===== src/rtl/systolic_drain.sv =====
// Output stage for the systolic matmul array: waits for the array to settle, snapshots the
// accumulator grid requantized to N bits, then streams it row-major over valid/ready.
module systolic_drain #(
    parameter int N           = 16,
    parameter int AROW        = 3,
    parameter int BCOL        = 3,
    parameter int WAIT_CYCLES = 8,
    parameter int FRAC        = 8,
    parameter int RELU        = 1,
    localparam int NE   = AROW * BCOL,
    localparam int RW   = (AROW > 1) ? $clog2(AROW) : 1,
    localparam int CW   = (BCOL > 1) ? $clog2(BCOL) : 1,
    localparam int IW   = (NE > 1) ? $clog2(NE) : 1,
    localparam int CNTW = (WAIT_CYCLES > 1) ? $clog2(WAIT_CYCLES) : 1
) (
    input  logic                clk,
    input  logic                rst,
    input  logic                start,
    input  logic [NE*2*N-1:0]   sys_array,
    output logic [N-1:0]        out_data,
    output logic                out_valid,
    input  logic                out_ready,
    output logic [RW-1:0]       out_row,
    output logic [CW-1:0]       out_col,
    output logic                out_last,
    output logic                busy,
    output logic                done
);

    typedef enum logic [1:0] {
        IDLE    = 2'd0,
        WAIT    = 2'd1,
        CAPTURE = 2'd2,
        STREAM  = 2'd3
    } state_t;

    state_t          state_q;
    logic [CNTW-1:0] cnt_q;
    logic [N-1:0]    snap_q [NE];
    logic [N-1:0]    quant  [NE];
    logic [IW-1:0]   idx_q, idx_d;
    logic [RW-1:0]   row_q, row_d;
    logic [CW-1:0]   col_q, col_d;
    logic            last_d;
    logic [N-1:0]    out_data_q;
    logic            out_valid_q, out_last_q, busy_q, done_q;

    // Shift, optional ReLU, then saturate to the signed N-bit range.
    function automatic logic [N-1:0] requant(input logic [2*N-1:0] x);
        logic signed [2*N-1:0] s;
        s = $signed(x) >>> FRAC;
        if (RELU != 0 && s[2*N-1]) s = '0;
        if (s[2*N-1:N-1] == {(N+1){s[2*N-1]}}) return s[N-1:0];
        else if (s[2*N-1])                      return {1'b1, {(N-1){1'b0}}};
        else                                    return {1'b0, {(N-1){1'b1}}};
    endfunction

    // NOTE: every variable written in always_comb gets a default first, so no latch is inferred.
    always_comb begin
        quant = '{default: '0};
        for (int i = 0; i < NE; i++) quant[i] = requant(sys_array[i*2*N +: 2*N]);
    end

    always_comb begin
        row_d = row_q;
        col_d = col_q;
        if (col_q == CW'(BCOL - 1)) begin
            col_d = '0;
            row_d = row_q + 1'b1;
        end else begin
            col_d = col_q + 1'b1;
        end
        idx_d  = idx_q + 1'b1;
        last_d = (row_d == RW'(AROW - 1)) && (col_d == CW'(BCOL - 1));
    end

    // NOTE: the snapshot is small enough to reset explicitly, so it never leaks a stale grid.
    always_ff @(posedge clk) begin
        if (rst) begin
            state_q     <= IDLE;
            cnt_q       <= '0;
            idx_q       <= '0;
            row_q       <= '0;
            col_q       <= '0;
            out_data_q  <= '0;
            out_valid_q <= 1'b0;
            out_last_q  <= 1'b0;
            busy_q      <= 1'b0;
            done_q      <= 1'b0;
            for (int i = 0; i < NE; i++) snap_q[i] <= '0;
        end else begin
            done_q <= 1'b0;
            case (state_q)
                IDLE: begin
                    if (start) begin
                        state_q <= WAIT;
                        cnt_q   <= CNTW'(WAIT_CYCLES - 1);
                        busy_q  <= 1'b1;
                    end
                end
                WAIT: begin
                    if (cnt_q != '0) cnt_q <= cnt_q - 1'b1;
                    else             state_q <= CAPTURE;
                end
                CAPTURE: begin
                    snap_q      <= quant;
                    out_data_q  <= quant[0];
                    idx_q       <= '0;
                    row_q       <= '0;
                    col_q       <= '0;
                    out_valid_q <= 1'b1;
                    out_last_q  <= (NE == 1);
                    state_q     <= STREAM;
                end
                STREAM: begin
                    if (out_ready) begin
                        if (out_last_q) begin
                            state_q     <= IDLE;
                            out_valid_q <= 1'b0;
                            out_last_q  <= 1'b0;
                            out_data_q  <= '0;
                            idx_q       <= '0;
                            row_q       <= '0;
                            col_q       <= '0;
                            busy_q      <= 1'b0;
                            done_q      <= 1'b1;
                        end else begin
                            idx_q      <= idx_d;
                            row_q      <= row_d;
                            col_q      <= col_d;
                            out_data_q <= snap_q[idx_d];
                            out_last_q <= last_d;
                        end
                    end
                end
                default: state_q <= IDLE;
            endcase
        end
    end

    assign out_data  = out_data_q;
    assign out_valid = out_valid_q;
    assign out_row   = row_q;
    assign out_col   = col_q;
    assign out_last  = out_last_q;
    assign busy      = busy_q;
    assign done      = done_q;

endmodule


===== config.mk =====
export PLATFORM = sky130hd
export DESIGN_NAME = systolic_drain
export DESIGN_NICKNAME = d
export VERILOG_FILES = /design/src/rtl/systolic_drain.sv
export SDC_FILE = /design/constraint.sdc
export NUM_CORES = 1
export LEC_CHECK = 0
export BUFFER_PORTS_ARGS = -buffer_cell sky130_fd_sc_hd__buf_2
export CORE_ASPECT_RATIO = 0.75
export CORE_MARGIN = 3
export CORE_UTILIZATION = 40
export CTS_CLUSTER_DIAMETER = 80
export DETAILED_ROUTE_END_ITERATION = 8
export GPL_ROUTABILITY_DRIVEN = 0
export PLACE_DENSITY = 0.66
export SYNTH_ARGS = -nofsm -noshare
export SYNTH_HDL_FRONTEND = slang
export SYNTH_SLANG_ARGS = --single-unit

===== constraint.sdc =====
create_clock -name clk -period 4.75 [get_ports clk]
set_clock_uncertainty 0.2 [all_clocks]
set_input_delay 0.2375 -clock clk [delete_from_list [all_inputs] [get_ports clk]]
set_output_delay 0.2375 -clock clk [all_outputs]
set_load 0.02 [all_outputs]

-- After elaboration in Yosys (flattened, before gate mapping)
Index checks and enable logic that the tools add are counted.
- register bits after elaboration: 177
- bits of input ports: 292
- output and inout port bits: 24
- muxes and demuxes: 61
- order comparisons: 1
- add/sub/neg operators: 4
- equality and inequality tests: 20
- reduce and logical (&&, ||, !) cells: 12
- bitwise operators: 3
- operators with widths (operator ; count):
    $mux W16 ; 22
    $mux W23 ; 9
    $eq A16 B16 Y1 const B ; 8
    $bmux W16 S4 ; 1
    $pmux W16 S2 ; 1
    $mux W2 ; 10
    $eq A2 B2 Y1 const B ; 5
    $ne A2 B2 Y1 const B ; 5
    $eq A8 B1 Y1 const B ; 1
    $mux W4 ; 2
    $pmux W2 S2 ; 2
    $pmux W2 S4 ; 1
    $pmux W4 S2 ; 1
    $reduce_and A4 Y1 ; 2
    $mux W1 ; 6
    $mux W3 ; 2
    $pmux W1 S2 ; 3
    $pmux W3 S2 ; 1
    $reduce_and A3 Y1 ; 2
    $reduce_bool A2 Y1 ; 3
    $ge A5 B5 Y1 const B ; 1
    $not A4 Y5 ; 1
    $add A2 B1 Y2 const B ; 2
    $add A4 B1 Y4 const B ; 1
    other kinds (8) ; 9

-- Logic depth before layout (Yosys ltp)
- depth after elaboration: 8
- gate-level depth with buffers: 10
- gate-level depth less buffers: 8

-- Least setup slack after synthesis
Ideal clock, no wire load.
- path type: reg-to-reg
- from: register idx_q[1]
- to: register out_data_q[0], in the netlist out_data[0]
- stages on the path, launching flop included: 9
- data arrival time: 1.691 ns
- period minus slack after synthesis: 2.017 ns
- path slack: 2.733 ns
- required time: 4.424 ns
- library setup time: 0.126 ns
- cells stage by stage: dfxtp_1 ha_1 buf_4 clkbuf_1 mux4_2 inv_1 o22ai_1 o211ai_1 o21ai_0
- longest elaborated chain between the ends: 8
- ends and longest elaborated chain (item ; line ; RTL):
    start, declared ; 41 ; logic [IW-1:0] idx_q, idx_d;
    start signal, assigned ; 128 ; idx_q <= idx_d;
    $add A4 B1 Y4 ; 73 ; idx_d = idx_q + 1'b1;
    $not A4 Y5 (implied by the code) ; 131 ; out_data_q <= snap_q[idx_d];
    $bmux W16 S4 ; 131 ;
    $mux W16 (implied by the code) (2 in a row) ; 131 ;
    $mux W16 ; 117 ; if (out_last_q) begin
    $mux W16 ; 116 ; if (out_ready) begin
    $pmux W16 S2 ; 93 ; case (state_q)
    end signal, assigned ; 107 ; out_data_q <= quant[0];
    end signal, assigned ; 131 ;
    end, declared ; 45 ; logic [N-1:0] out_data_q;
No other way between the ends. The select of a mux whose other input is x is not followed.
A chain may end at the register's enable or synchronous reset.

-- Worst setup path in the final report
- from: register state_q[0]
- to: register snap_q[65] in the netlist's numbering
- longest elaborated chain between the ends: 1
- ends and longest elaborated chain (item ; line ; RTL):
    start, declared ; 37 ; state_t state_q;
    start signal, assigned ; 80 ; state_q <= IDLE;
    start signal, assigned ; 96 ; state_q <= WAIT;
    start signal, assigned ; 103 ; else state_q <= CAPTURE;
    $eq A2 B2 Y1 ; 93 ;
    end signal, assigned ; 106 ; snap_q <= quant;
    end, declared ; 39 ; logic [N-1:0] snap_q [NE];
No other way between the ends.

==> results_dict.tcl <==
set metrics [dict create \
    slowest_stage "nor2b_1" \
    hp-class "input pin to flop" \
    rsz0062_at_grt "no" \
    dr_total_vias 8125 \
    async_reset_ff_share_pct 0 \
    clk-insertion-delay-late_ns 0.44 \
    yosysSeqAreaShare_pct 44.37 \
    criticalPathCategory "flop to flop" \
    synth-seq-cells 177 \
    synth_fp_nets 1262 \
    finalCoreUtilization_pct 57.25 \
    clock_path_buffers 2 \
    overflow 0 \
    final_net_count 1599 \
    yosysTopAreaCell "dfxtp_1" \
    tightest_slew_ns 0.8817 \
    synth-main-ff-cell "dfxtp_1" \
    drtAntennaViolNets 0 \
    setup_tns_ns 0 \
    syn_area_sq_um 7985 \
    synth_area_leaders "dfxtp_1 (44%), nor2_1 (9.5%), mux4_2 (8.7%)" \
    p_per_area_nw_per_um2 407.4 \
    cp_max_fo 20 \
    grt_max_degree 118 \
    drtIter0Drc 616 \
    antenna_found_initial 0 \
    area_growth_pct 39.72 \
    path_buf_inv 2 \
    crit_path_end_kind "flop" \
    max_cap_violations 0 \
    ctsHoldBuffers 126 \
    holdCritStartpoint "sys_array[18]" \
    postCtsSetupRepairBufs 0 \
    vias_per_cell 5.188 \
    grtUsageTotal_pct 24.51 \
    multi_input_area_sq_um 4026 \
    initial_core_util_pct 40.97 \
    cpPeakStageDelay_ns 0.76 \
    critPathLaunchType "flop" \
    cts_sinks 177 \
    drtPass1Iterations 5 \
    ctsRootBufferMaster "clkbuf_16" \
    ys_warn_count 0 \
    core-area_sq_um 19490 \
    netlist.area_leader.share_pct 44.37 \
    relSlewSlack_pct 41.10 \
    dieHeight_um 128.4 \
    hold_depth 4 \
    post_route_cells_drive_above_1_share_pct 24.70 \
    worstHoldEndpoint "out_data[10]" \
    synthDistinctLibCells 45 \
    synthCells 962 \
    grt_pass1_wl_um 41680 \
    period_needed_ns 2.879 \
    hpwl_um 18390 \
    die_w_um 169.1 \
    cp.required_ns 4.89 \
    path_clk_slew_ns 0.07 \
    worstPathCellList "inv_1 > ha_1 > buf_4 > nor2b_1 > nand2b_1 > o21ai_0" \
    synth_edf_count 0 \
    grt_pass1_vias 7670 \
    rows 44 \
    die-area_sq_um 21710 \
    cts.repair.resized 0 \
    cp_top_family "simple AND/OR/NAND/NOR gates" \
    cts_buffers 17 \
    reg2reg_to "snap_q[65]" \
    hold_violations 0 \
    clock_tree.htree_level_count 4 \
    route.detailed.drc 0 \
    irDropWorstVdd_v 0.0001951 \
    clock.fmax_mhz 347.4 \
    arrival_ns 3.02 \
    drv_slew 0 \
    setup_violations 0 \
    seq_area_sq_um 3545 \
    nFillCells 1766 \
    status "complete, no violations" \
    cts_tree "done" \
    syn_avg_cell_area_sq_um 8.301 \
    rr_worst_depth 6 \
    timing.final.crit_share_pct 60.61 \
    wirelength_um 26960 \
    portBuffers 243 \
    io_pins 316 \
    leakage_nw 4.651 \
    worstReg2RegStart "state_q[0]" \
    wl_per_cell_um 17.22 \
    rrSetupSlack_ns 1.87 \
]
[where the power goes]
part / switching (mW) / total (mW) / internal (mW) / leakage [nW]
clock network: 0.683 / 1.41 / 0.730 / 0.288
registers: 0.180 / 1.95 / 1.77 / 1.44
logic: 0.671 / 1.19 / 0.515 / 2.93
[layer usage]
metal	wire (um)	share of wire [%]	global-route usage, %
met2	11850	44	37.31
met3	2188	8.1	6.020
met1	12520	46	35.15
met5	0	0	0
met4	408	1.5	6.346
[placed cells by master, fill, tap and decap left out, types with 2 or more instances in the layout]
master,count
a211oi_1,5
a21o_1,2
a21oi_1,28
a221oi_1,2
a311oi_1,3
and2_1,11
buf_2,243
buf_4,6
clkbuf_16,17
clkbuf_8,2
dfxtp_1,176
dlygate4sd3_1,126
ha_1,8
inv_1,37
inv_6,5
inv_8,5
mux2i_1,15
mux4_2,31
nand2_1,138
nand2b_1,9
nand3_1,4
nor2_1,201
nor2b_1,5
nor3_1,3
nor4_1,19
o211ai_1,15
o21a_1,14
o21ai_0,131
o21ai_1,11
o22ai_1,15
or2_2,2
or3_1,2
[worst reg2reg max path, cell delays in order, from the launching register on]
cell,delay [ns]
dfxtp_1,0.34
inv_1,0.12
ha_1,0.16
buf_4,0.30
nor2b_1,0.77
nand2b_1,0.59
o21ai_0,0.32
[state kept, by name, summed over array words and instances, names as in the netlist]
name,count
out_valid,1
out_col,2
out_data,16
out_row,2
out_last,1
snap_q,144
state_q,2
idx_q,4
cnt_q,3
done,1
busy,1
[how the worst max path moves through the flow]
| stage | startpoint | end | slack (ns) | cells after the start |
|---|---|---|---|---|
| floorplan | idx_q[1] | out_data[0] | 2.73 | 8 |
| global placement | state_q[0] | snap_q[121] | 1.96 | 7 |
| detailed placement | state_q[0] | snap_q[123] | 1.91 | 7 |
| CTS | state_q[0] | snap_q[56] | 1.86 | 6 |
| global route | state_q[0] | out_data[1] | 1.70 | 7 |
| finish | state_q[0] | snap_q[65] | 1.87 | 6 |
[synthesized netlist by cell type, drive strengths merged (6+ instances only)]
| library cell | n |
|---|---|
| a21oi | 29 |
| nor2 | 202 |
| o21ai | 142 |
| nand2b | 9 |
| o211ai | 15 |
| o22ai | 15 |
| inv | 37 |
| dfxtp | 177 |
| o21a | 14 |
| clkbuf | 37 |
| ha | 8 |
| and2 | 11 |
| nor2b | 6 |
| buf | 21 |
| mux4 | 32 |
| nand2 | 138 |
| nor4 | 19 |
| mux2i | 15 |
[final cells by class]
type	instances	share of cell area (%)
Multi-Input combinational cell	690	36.09
Clock inverter	13	1.189
Tap cell	253	2.837
Clock buffer	19	4.060
Inverter	37	1.245
Sequential cell	177	31.77
Timing Repair Buffer	376	22.79
Antenna cell	1	0.02243
[metrics by stage]
stage | hold slack, ns | std cells | instance area [sq um] | power (mW) | setup WS [ns]
after floorplan | 0.2013 | 962 | 7985 | 2.666 | 2.733
after global placement | 0.2287 | 1407 | 9308 | 3.028 | 1.963
after detailed placement | 0.2400 | 1407 | 9308 | 3.066 | 1.907
after CTS | 0.00007644 | 1565 | 11150 | 4.547 | 1.857
after global routing | 0.01114 | 1565 | 11150 | 4.784 | 1.705
final | 0.01663 | 1566 | 11160 | 4.546 | 1.871
[cells by family (layout without fill, tap and decap cells)]
group | count (synthesis) | count (layout) | share of synthesized area [%]
XOR/XNOR | 1 | 1 | 0.1097
AND/OR/NAND/NOR | 403 | 403 | 21.23
buffers and inverters | 95 | 445 | 5.296
adder cells (fa/ha/maj) | 8 | 8 | 1.254
other | 0 | 1 | 0
multiplexers | 47 | 47 | 10.95
flip-flops | 177 | 177 | 44.37
AO/OA/AOI/OAI | 231 | 231 | 16.78
Power figures use the tool's default switching activity.
